--- config.mk ---
export PLATFORM = sky130hd
export DESIGN_NAME = sequential_divider_16bit
export DESIGN_NICKNAME = d
export VERILOG_FILES = /design/src/rtl/div_pkg.sv /design/src/rtl/sub_stage_17bit.sv /design/src/rtl/sequential_divider_16bit.sv
export SDC_FILE = /design/constraint.sdc
export NUM_CORES = 1
export LEC_CHECK = 0
export CAP_MARGIN = 15
export CORE_ASPECT_RATIO = 2
export CORE_UTILIZATION = 30
export DETAILED_ROUTE_END_ITERATION = 12
export GPL_TIMING_DRIVEN = 0
export PLACE_DENSITY = 0.61
export SLEW_MARGIN = 40
export SYNTH_ARGS = -nofsm -noshare
export SYNTH_HDL_FRONTEND = slang
export SYNTH_HIERARCHICAL = 1
export SYNTH_SLANG_ARGS = --single-unit
--- constraint.sdc ---
create_clock -name clk -period 4.15 [get_ports clk]
set_input_delay 0.83 -clock clk [delete_from_list [all_inputs] [get_ports clk]]
set_output_delay 0.83 -clock clk [all_outputs]
set_load 0.05 [all_outputs]
--- src/rtl/div_pkg.sv ---
// Shared types and constants for the sequential divider.
// Latency: n/a (declarations only).
// Backpressure: n/a.
//
// Contents: NUM_BITS operand width, FSM state encoding, divide-by-zero quotient.
package div_pkg;

   localparam int NUM_BITS = 16;

   typedef enum logic [1:0] {
      IDLE = 2'd0,
      CALC = 2'd1,
      DONE = 2'd2
   } state_t;

   // Quotient reported when the divisor is zero: all ones.
   localparam logic [NUM_BITS-1:0] ZERO_DIV_QUOTIENT = '1;

endpackage

--- src/rtl/sub_stage_17bit.sv ---
// Combinational WIDTH-bit subtract a - b, built as a + ~b + 1 like the ripple adder.
// Latency: 0 cycles (pure combinational).
// Backpressure: none; output follows inputs.
//
// Ports: a, b (WIDTH) operands; diff (WIDTH) = a - b mod 2^WIDTH;
//        borrow = 1 when a < b (inverted carry out of the add).
module sub_stage_17bit
   import div_pkg::*;
#(
   parameter int WIDTH = NUM_BITS + 1
) (
   input  logic [WIDTH-1:0] a,
   input  logic [WIDTH-1:0] b,
   output logic [WIDTH-1:0] diff,
   output logic             borrow
);

   // One extra bit so the carry out of a + ~b + 1 is visible.
   logic [WIDTH:0] sum;

   assign sum    = {1'b0, a} + {1'b0, ~b} + {{WIDTH{1'b0}}, 1'b1};
   assign diff   = sum[WIDTH-1:0];
   // Carry out set means no borrow was needed.
   assign borrow = ~sum[WIDTH];

endmodule

--- src/rtl/sequential_divider_16bit.sv ---
// Unsigned restoring divider, one shift-subtract step per clock.
// Latency: NUM_BITS+1 clocks from accepted start to done (1 clock on divide-by-zero).
// Backpressure: start is only sampled in IDLE; requests in CALC/DONE are dropped.
//
// Ports: clk, n_rst (async active-low); start, dividend, divisor in;
//        busy (in CALC), done (1-cycle pulse), quotient, remainder, div_by_zero out.
module sequential_divider_16bit #(
   parameter int NUM_BITS = div_pkg::NUM_BITS
) (
   input  logic                clk,
   input  logic                n_rst,
   input  logic                start,
   input  logic [NUM_BITS-1:0] dividend,
   input  logic [NUM_BITS-1:0] divisor,
   output logic                busy,
   output logic                done,
   output logic [NUM_BITS-1:0] quotient,
   output logic [NUM_BITS-1:0] remainder,
   output logic                div_by_zero
);

   import div_pkg::*;

   localparam int CNT_W = $clog2(NUM_BITS);

   state_t              state;
   logic [CNT_W-1:0]    iter_cnt;
   // q_work starts as the dividend and is shifted out MSB-first into the
   // partial remainder while quotient bits are shifted in at the bottom.
   logic [NUM_BITS-1:0] q_work;
   logic [NUM_BITS-1:0] r_work;
   logic [NUM_BITS-1:0] d_work;

   logic [NUM_BITS:0]   r17;
   logic [NUM_BITS:0]   d17;
   logic [NUM_BITS:0]   t17;
   logic                t_borrow;
   logic                t_msb_unused;
   logic [NUM_BITS-1:0] q_next;
   logic [NUM_BITS-1:0] r_next;

   // 17-bit partial remainder keeps the shifted-out bit so nothing is truncated.
   assign r17 = {r_work, q_work[NUM_BITS-1]};
   assign d17 = {1'b0, d_work};

   sub_stage_17bit #(
      .WIDTH (NUM_BITS + 1)
   ) u_sub (
      .a      (r17),
      .b      (d17),
      .diff   (t17),
      .borrow (t_borrow)
   );

   // When the subtract succeeds, r17 < 2*d so the difference always fits in
   // NUM_BITS bits; its top bit is always zero.
   assign t_msb_unused = t17[NUM_BITS];

   always_comb begin
      q_next = {q_work[NUM_BITS-2:0], ~t_borrow};
      r_next = t_borrow ? r17[NUM_BITS-1:0] : t17[NUM_BITS-1:0];
   end

   always_ff @(posedge clk or negedge n_rst) begin
      if (!n_rst) begin
         state       <= IDLE;
         iter_cnt    <= '0;
         q_work      <= '0;
         r_work      <= '0;
         d_work      <= '0;
         quotient    <= '0;
         remainder   <= '0;
         div_by_zero <= 1'b0;
      end else begin
         case (state)
            IDLE: begin
               if (start) begin
                  iter_cnt <= '0;
                  r_work   <= '0;
                  q_work   <= dividend;
                  d_work   <= divisor;
                  if (divisor == '0) begin
                     // Skip iteration entirely; results are defined constants.
                     quotient    <= ZERO_DIV_QUOTIENT;
                     remainder   <= dividend;
                     div_by_zero <= 1'b1;
                     state       <= DONE;
                  end else begin
                     state <= CALC;
                  end
               end
            end
            CALC: begin
               q_work   <= q_next;
               r_work   <= r_next;
               iter_cnt <= iter_cnt + 1'b1;
               if (iter_cnt == CNT_W'(NUM_BITS - 1)) begin
                  quotient    <= q_next;
                  remainder   <= r_next;
                  div_by_zero <= 1'b0;
                  iter_cnt    <= '0;
                  state       <= DONE;
               end
            end
            DONE: begin
               state <= IDLE;
            end
            default: begin
               state <= IDLE;
            end
         endcase
      end
   end

   assign busy = (state == CALC);
   assign done = (state == DONE);

endmodule

Yosys cells after proc, flatten, opt, wreduce, memory -nomap -nowiden:

Index checks and enable logic that the tools add are counted.

* $add $sub $neg: 3
* equal/unequal tests: 6
* multiplexer cells: 24
* bitwise operators: 1
* reduce and logical (&&, ||, !) cells: 7

Operator list (number)
* $mux 16: 9
* $pmux 16 s2: 4
* $add 17x17->18: 1
* $add 18x1->18 const B: 1
* $not 16->17: 1
* $logic_not 16->1: 1
* $mux 4: 2
* $pmux 4 s2: 1
* $mux 2: 3
* $reduce_and 2->1: 3
* $add 4x1->4 const B: 1
* $eq 4x4->1 const B: 1
* $ne 2x2->1 const B: 2
* $pmux 2 s2: 1
* $reduce_and 4->1: 1
* $mux 1: 3
* $eq 2x1->1 const B: 1
* $eq 2x2->1 const B: 1
* $logic_not 2->1: 1
* $ne 2x1->1 const B: 1
* $pmux 1 s2: 1
* $reduce_bool 2->1: 1

* register bits: 87
* bits of input ports: 35
* output and inout port bits: 35
* logic and storage cells: 49

Longest topological paths before layout:

Gate-level depths: netlist of the first run.

* word-level depth: 6
* depth in mapped cells: 14
* gate-level depth less buffers: 12

By module:

The synthesis of the first run kept the hierarchy.

By module, submodules not included
* sequential_divider_16bit: instances 1, cells an instance 320, area an instance 3738.6 um2, seq. area each 2177.1 um2
* sub_stage_17bit: instances 1, cells an instance 151, area an instance 1019.7 um2, seq. area each 0.0 um2

Worst setup path after synthesis of the first run:

OpenSTA, ideal clock, no wires.

* kind: reg-to-reg
* from: register r_work[7]
* to: register remainder[10]
* library setup time: 125 ps
* data arrival time: 2778 ps
* required time: 4025 ps
* path slack: 1247 ps
* stages on the path, launching flop included: 14
* buffers on the path: 3
* clock period less this slack: 2903 ps
* cells stage by stage: dfrtp_1 -> ha_1 -> buf_2 -> a21oi_1 -> o21ai_0 -> or3_1 -> o21a_1 -> a221oi_1 -> buf_2 -> buf_2 -> mux2i_1 -> nor2_1 -> a21oi_1 -> o21ai_1

* longest elaborated chain between the ends: 5

RTL lines
* from (decl): line sequential_divider_16bit.sv:31 `logic [NUM_BITS-1:0] r_work;`
* from (signal assigned): line sequential_divider_16bit.sv:95 `r_work <= r_next;`
* $add 17x17->18: line sub_stage_17bit.sv:21 `assign sum = {1'b0, a} + {1'b0, ~b} + {{WIDTH{1'b0}}, 1'b1};`
* $add 18x1->18: line sub_stage_17bit.sv:21
* $mux 16: line sequential_divider_16bit.sv:61 `r_next = t_borrow ? r17[NUM_BITS-1:0] : t17[NUM_BITS-1:0];`
* $mux 16: line sequential_divider_16bit.sv:97 `if (iter_cnt == CNT_W'(NUM_BITS - 1)) begin`
* $pmux 16 s2: line sequential_divider_16bit.sv:75 `case (state)`
* to (signal assigned): line sequential_divider_16bit.sv:85 `remainder <= dividend;`
* to (signal assigned): line sequential_divider_16bit.sv:99 `remainder <= r_next;`
* to (decl): line sequential_divider_16bit.sv:18 `output logic [NUM_BITS-1:0] remainder,`

No other way between the ends. The select of a mux whose other input is x is not followed.
A chain may end at the register's enable or synchronous reset.

Worst setup path in the final report of the first run:

* from: register state[1]
* to: output port busy

* longest elaborated chain between the ends: 1

RTL lines
* from (decl): line sequential_divider_16bit.sv:26 `state_t state;`
* from (signal assigned): line sequential_divider_16bit.sv:66 `state <= IDLE;`
* from (signal assigned): line sequential_divider_16bit.sv:87 `state <= DONE;`
* from (signal assigned): line sequential_divider_16bit.sv:89 `state <= CALC;`
* $eq 2x1->1: line sequential_divider_16bit.sv:115 `assign busy = (state == CALC);`
* to (decl): line sequential_divider_16bit.sv:15 `output logic busy,`

No other way between the ends.

==> results of run 1 <==
[critical path: stages (launching register included)]
cell	delay, ns
dfrtp_1	0.42
nand2b_1	0.15
buf_2	0.19
inv_2	0.24
buf_2	0.36
clkdlybuf4s50_1	0.87
[routing by layer]
layer	routed length, um	vias up	share of wire (%)
met5	0	-	0
met4	626	0	5.0
met3	382	30	3.0
met2	7350	97	59
met1	4190	1833	33
li1	-	1804	-
[cells in the final DEF (no fill, tap or decap), drive strengths merged, types with 6 or more instances in the layout]
master          n
a21o           19
a21oi          26
buf            13
clkbuf         26
clkdlybuf4s50  68
dfrtp          87
ha             18
inv            25
mux2           16
mux2i          32
nand2          25
nand2b          7
nor2           32
o211ai          7
o21a            6
o21ai          55
o22a           15
xnor2           7
[sequential cells by signal (all words and copies together) (netlist names)]
register / cells
d_work: 16
div_by_zero: 1
iter_cnt: 4
q_work: 16
quotient: 16
r_work: 16
remainder: 16
state: 2
[cell type report]
cell class              count  area [sq um]  share of cell area (%)
plain buffers              25           134                    2.25
clock inverters             4          52.6                   0.883
multi-input cells         321          2240                    37.7
repair buffers             70           719                    12.1
clock buffers              12           267                    4.48
inverters                  26           110                    1.85
flip-flops and latches     87          2180                    36.6
well taps                 198           248                    4.16
[final timing paths]
kind	from	endpoint	slack, ns
min reg2reg	quotient[6]	quotient[6]	0.49
max	state[1]	busy	0.75
min in group clk	quotient[6]	quotient[6]	0.49
min	n_rst	quotient[2]	0.41
max in group asynchronous	n_rst	remainder[10]	3.18
max reg2reg	r_work[7]	remainder[13]	0.75
[per-stage QoR]
step / power, mW / setup slack, ns / area (sq um) / hold WS, ns
global route: 5.44 / 0.566 / 5950 / 0.419
detailed placement: 4.24 / 0.770 / 5630 / 0.482
CTS: 5.10 / 0.743 / 5950 / 0.410
global placement: 4.15 / -0.933 / 5600 / 0.472
floorplan: 3.44 / 1.25 / 4660 / 0.456
finish: 5.07 / 0.746 / 5950 / 0.406
[report_power, final]
part	switching, mW	internal (mW)	leakage, nW
Sequential	0.246	1.18	1.03
Clock	0.329	0.517	0.159
Combinational	1.66	1.13	1.55
==> metrics.txt, run 1 <==
Clock Latency Late Sink 0.34 ns; worst-margin pin slew 0.703 ns; initial antenna violation count 0; CTS tree yes; IO Pins 70; final setup vio count 0; share of cells above drive strength 1 9.17%; Worst-path clk slew 0.06 ns; Leakage 2.73 nW; die height 178 um; Initial DRC Count 175; DR pass1 iterations 4; non-filler cells, final 743; clock sinks 87; DR WL/cell 16.9 um; Routed WL 12.6 mm; placed cells 727; Mapped Area 4660 sq um; Syn. warnings 6; num rows 64; number of failing hold endpoints at the final stage 0; Finished Core Util 39.1%; run status finished clean; crit end category output port; Fmax 294 MHz; clock tree buffer depth 2; type of the worst setup path flip-flop to output port; Rel. slew slack 52.5%; Vias/cell 5.07; TritonCTS buffer count 9; post-layout min period 3.40 ns; met3 Resource Use GR 2.22%; core area 15200 sq um; synthesized instance count 459; Top Usage Layer GRT met2; max_cap viols 0; setup TNS 0 ns; CP Launch Type flip-flop; DRC 0; setup bufs post-CTS 0; Resized cells post-CTS 0; first-pass GRT wire length 20.5 mm; HP Class primary input to async pin; # port buffers 69; worst vdd ir 0.000222 V; hold_buf cts 0; M2 GR Usage 33.3%; starting density of the core 30.6%; Antenna Violating Nets Remaining 0; fill count 1523; vias in the first global route 4055; GR Util All Layers 16.5%; H-tree depth 3; fin crit share 82.0%; FF-to-FF path depth 13; # diodes 0; Avg Cell Area, Syn 10.2 sq um; CTS Root Cell clkbuf_16; total grt overflow 0; Layout Nets 594; total die area 16100 sq um; critical path required time 3.32 ns; Area Growth Syn to Fin 27.6%; fin. max-slew vios 0; largest net degree at the start of global routing 49; DIE WIDTH 90.2 um; vias 3764; Cell Pwr Density 852 nW/um^2; Post-DP HPWL 10.2 mm; Syn Nets 513; Critical Path Fanout Max 10; Worst Skew 0.00933 ns; Routability Congestion 0.782; critical path arrival 2.57 ns; RSZ-0062 raised after global routing no; met1 Use GR 14.9%
Note: power is estimated with default switching activity, not from simulation.
==> run 2: changes to the inputs <==
--- a/config.mk
+++ b/config.mk
@@ -10,7 +10,7 @@
 export CORE_UTILIZATION = 30
 export DETAILED_ROUTE_END_ITERATION = 12
 export GPL_TIMING_DRIVEN = 0
-export PLACE_DENSITY = 0.61
+export PLACE_DENSITY = 0.63
 export SLEW_MARGIN = 40
 export SYNTH_ARGS = -nofsm -noshare
 export SYNTH_HDL_FRONTEND = slang
==> constraint.sdc (replaced) <==
create_clock -name clk -period 2.99 [get_ports clk]
set_input_delay 0.598 -clock clk [delete_from_list [all_inputs] [get_ports clk]]
set_output_delay 0.598 -clock clk [all_outputs]
set_load 0.05 [all_outputs]
==> metrics.txt, run 2 (synthesis results as in run 1) <==
run status finished clean; Antenna Violating Nets Remaining 0; DR pass1 iterations 4; critical path cell sequence ha_2, a21oi_1, o21ai_1, or3_4, o21a_1, a221oi_2, buf_4, buf_8, mux2i_1, nor2_1, a21oi_1, o21ai_1; commonest non-fill, non-tap cell in the layout dfrtp_1; Worst-path clk slew 0.06 ns; Routed WL 12.8 mm; vias in the first global route 4014; Post-DP HPWL 9.93 mm; Layout Nets 594; HP Class primary input to async pin; post-placement cell area 5630 sq um; Worst Skew 0.00973 ns; final instance area 6040 sq um; total grt overflow 0; die height 178 um; CTS tree yes; fin. max-slew vios 0; clock tree buffer depth 2; total die area 16100 sq um; share of cells above drive strength 1 11.2%; fin crit share 96.3%; first-pass GRT wire length 20.4 mm; most frequent cells in the layout dfrtp_1, clkdlybuf4s50_1, o21ai_0, nor2_1, mux2i_1; Slowest cell on crit path dfrtp_1; crit end category flip-flop; Routability Congestion 0.802; # diodes 0; Fmax 347 MHz; Finished Core Util 39.7%; initial antenna violation count 0; Crit path max-delay family compound AO/OA/AOI/OAI gates; Rel. slew slack 48.8%; DIE WIDTH 90.2 um; hold_buf cts 0; worst-margin pin slew 0.758 ns; DR WL/cell 17.2 um; final setup vio count 0; Cell Pwr Density 1200 nW/um^2; num rows 64; setup TNS 0 ns; CTS Root Cell clkbuf_16; GR Util All Layers 16.4%; core area 15200 sq um; TritonCTS buffer count 9; type of the worst setup path flip-flop to flip-flop; Area Growth Syn to Fin 29.5%; largest net degree at the start of global routing 62; Critical path buffers and inverters 2; number of failing hold endpoints at the final stage 0; Critical Path Fanout Max 7; H-tree depth 3; Clock Latency Late Sink 0.34 ns; Leakage 2.75 nW; vias 3775; # port buffers 69; final setup margin 0.111 ns; clock sinks 87; critical path arrival 3.10 ns; worst vdd ir 0.000378 V; Vias/cell 5.08; starting density of the core 30.6%; IO Pins 70; critical path required time 3.21 ns; Crit path largest cell delay 0.41 ns; max_cap viols 0; Initial DRC Count 230; post-layout min period 2.88 ns; CP Launch Type flip-flop; Place WS -0.348 ns; DRC 0
run 2: changes by cell type in the layout (fill, tap and decap cells not counted), sizes merged:
cell,change
clkbuf,-1
buf,+1
dlygate4sd2,+1
bufinv,+1
clkdlybuf4s50,-1
clkinv,-1
run 2: cell type report:
class,instances,area (sq um)
well taps,198,248
plain buffers,23,143
multi-input cells,321,2290
fillers,1507,9180
flip-flops and latches,87,2180
clock inverters,4,77.6
clock buffers,12,256
inverters,26,110
repair buffers,72,741
run 2: routing by layer:
metal,track usage (%),part of all wire (%),wire length [um]
met5,0,0,0
met4,8.47,3.1,393
met3,2.30,2.6,328
met2,33.0,59,7550
met1,15.8,35,4480
run 2: worst reg2reg max path, stage by stage, from the launching register on:
cell	delay, ns
dfrtp_1	0.41
ha_2	0.34
a21oi_1	0.14
o21ai_1	0.10
or3_4	0.39
o21a_1	0.23
a221oi_2	0.26
buf_4	0.20
buf_8	0.15
mux2i_1	0.20
nor2_1	0.07
a21oi_1	0.20
o21ai_1	0.08
run 2: worst paths after layout:
check	start	to	slack (ns)	depth (start not counted)
worst min-delay path	n_rst	remainder[4]	0.12	1
min in group clk	quotient[9]	quotient[9]	0.49	1
worst max-delay path	r_work[9]	remainder[0]	0.11	12
worst max register to register	r_work[9]	remainder[0]	0.11	12
worst min register to register	quotient[9]	quotient[9]	0.49	1
max in group asynchronous	n_rst	r_work[10]	2.26	2
run 2: through the flow:
step                hold WS (ns)  cells  power [mW]
global route               0.130    743        7.77
detailed placement         0.477    727        5.87
global placement           0.473    726        5.74
floorplan                  0.302    459        4.78
finish                     0.122    743        7.25
CTS                        0.118    744        7.18
run 2: timing repair:
item                                    CTS  global route
resized for setup                         6            15
endpoints found under the setup margin   22            33
pin swaps                                 0             2
setup buffers                             1             1
run 2: where the power goes:
part           internal [mW]  switching [mW]
Clock                  0.781           0.469
Combinational           1.65            2.36
Sequential              1.64           0.350
Total                   4.08            3.18
==> run 3: changes to the inputs <==
--- a/config.mk
+++ b/config.mk
@@ -8,9 +8,11 @@
 export CAP_MARGIN = 15
 export CORE_ASPECT_RATIO = 2
 export CORE_UTILIZATION = 30
+export CTS_BUF_LIST = sky130_fd_sc_hd__clkbuf_8
 export DETAILED_ROUTE_END_ITERATION = 12
+export DONT_BUFFER_PORTS = 1
 export GPL_TIMING_DRIVEN = 0
-export PLACE_DENSITY = 0.63
+export PLACE_DENSITY = 0.57
 export SLEW_MARGIN = 40
 export SYNTH_ARGS = -nofsm -noshare
 export SYNTH_HDL_FRONTEND = slang
==> constraint.sdc (replaced) <==
create_clock -name clk -period 2.3 [get_ports clk]
set_input_delay 0.46 -clock clk [delete_from_list [all_inputs] [get_ports clk]]
set_output_delay 0.46 -clock clk [all_outputs]
set_load 0.05 [all_outputs]
==> metrics.txt, run 3 (synthesis results as in run 1) <==
flop2flop setup slack -0.35 ns; total grt overflow 0; run status finished, violations left; starting density of the core 30.6%; Area Growth Syn to Fin 17.3%; critical path required time 2.57 ns; largest net degree at the start of global routing 88; FF-to-FF path depth 12; GR Util All Layers 16.4%; IO Pins 70; final setup vio count 33; Routability Congestion 0.810; Leakage 2.46 nW; Place WS -0.702 ns; HP Class primary input to async pin; Initial DRC Count 120; met1 Use GR 14.7%; critical path arrival 2.91 ns; worst-margin pin slew 0.704 ns; post-layout min period 2.65 ns; DR pass1 iterations 4; max_cap viols 0; reg2reg end remainder[15]; most frequent cells in the layout dfrtp_1, o21ai_0, mux2i_1, nor2_1, nand2_1; vias 3569; first-pass GRT wire length 20.3 mm; crit end category flip-flop; Clock Latency Late Sink 0.39 ns; CP Launch Type flip-flop; Crit path max-delay family compound AO/OA/AOI/OAI gates; met3 Resource Use GR 4.05%; WHS -0.244 ns; DIE WIDTH 90.2 um; Worst-path clk slew 0.10 ns; commonest non-fill, non-tap cell in the layout dfrtp_1; worst vdd ir 0.000429 V; Post-DP HPWL 9.85 mm; RSZ-0062 raised after global routing yes; die height 178 um; # diodes 0; Slowest cell on crit path dfrtp_1; DR WL/cell 18.4 um; Worst R2R Start r_work[7]; Worst Skew 0.0172 ns; type of the worst setup path flip-flop to flip-flop; Fmax 378 MHz; placed cells 657; H-tree depth 3; Routed WL 12.6 mm; clock tree buffer depth 2; failing checks negative hold slack, negative setup slack; CTS Root Cell clkbuf_8; vias in the first global route 3877; Rel. slew slack 52.7%; total die area 16100 sq um; Top Usage Layer GRT met2; TritonCTS buffer count 9; # port buffers 0; setup TNS -8.82 ns; DRC 0; final setup margin -0.348 ns; CTS tree yes; Critical Path Fanout Max 4; Vias/cell 5.20; non-filler cells, final 686; core area 15200 sq um; number of failing hold endpoints at the final stage 87; Layout Nets 537; num rows 64; critical path cell sequence ha_4, a21oi_4, o21ai_2, or3_4, o21a_1, a221oi_2, buf_6, buf_4, mux2i_4, nor2_2, a21oi_2, o21ai_1; Finished Core Util 35.9%; fin. max-slew vios 0; Cell Pwr Density 1640 nW/um^2; initial antenna violation count 0; share of cells above drive strength 1 19.5%; M2 GR Usage 33.1%; clock sinks 87; fin crit share 115%; Critical path buffers and inverters 2; Antenna Violating Nets Remaining 0; Crit path largest cell delay 0.43 ns
## run 3: layout make-up
cell class              count  area, sq um
repair buffers             15          129
well taps                 198          248
flip-flops and latches     87         2180
fillers                  1576         9750
inverters                  26          110
clock buffers               9          124
multi-input cells         321         2470
plain buffers              23          153
clock inverters             7         55.1
## run 3: how the worst max path moves through the flow
stage,start,to,depth (start not counted)
2_1_floorplan,r_work[7],remainder[10],13
3_3_place_gp,r_work[9],remainder[15],11
3_5_place_dp,r_work[9],remainder[15],11
4_1_cts,r_work[7],remainder[3],13
5_1_grt,r_work[4],remainder[2],12
6_report,r_work[7],remainder[15],12
## run 3: where the power goes
group	internal, mW	switching [mW]
clock	0.404	0.625
sequential	2.12	1.12
combinational	2.22	2.50
total	4.75	4.24
## run 3: stage by stage
stage                     total power [mW]  cell area [sq um]
after global placement                7.12               4940
final                                 8.99               5470
after CTS                             8.54               5240
after global routing                  9.71               5470
after detailed placement              7.28               4940
after floorplan                       6.29               4690
## run 3: what timing repair did
item | in CTS | in global routing
gates resized for setup | 18 | 32
pin swaps | 6 | 16
buffers inserted | 7 | 8
setup endpoints to repair | 35 | 43
endpoints found under the hold margin | 87 | 87
## run 3: metal layers
layer / vias up / wire [um]
met3: 24 / 625
met2: 75 / 7390
met5: - / 0
met1: 1778 / 4230
li1: 1692 / -
met4: 0 / 399
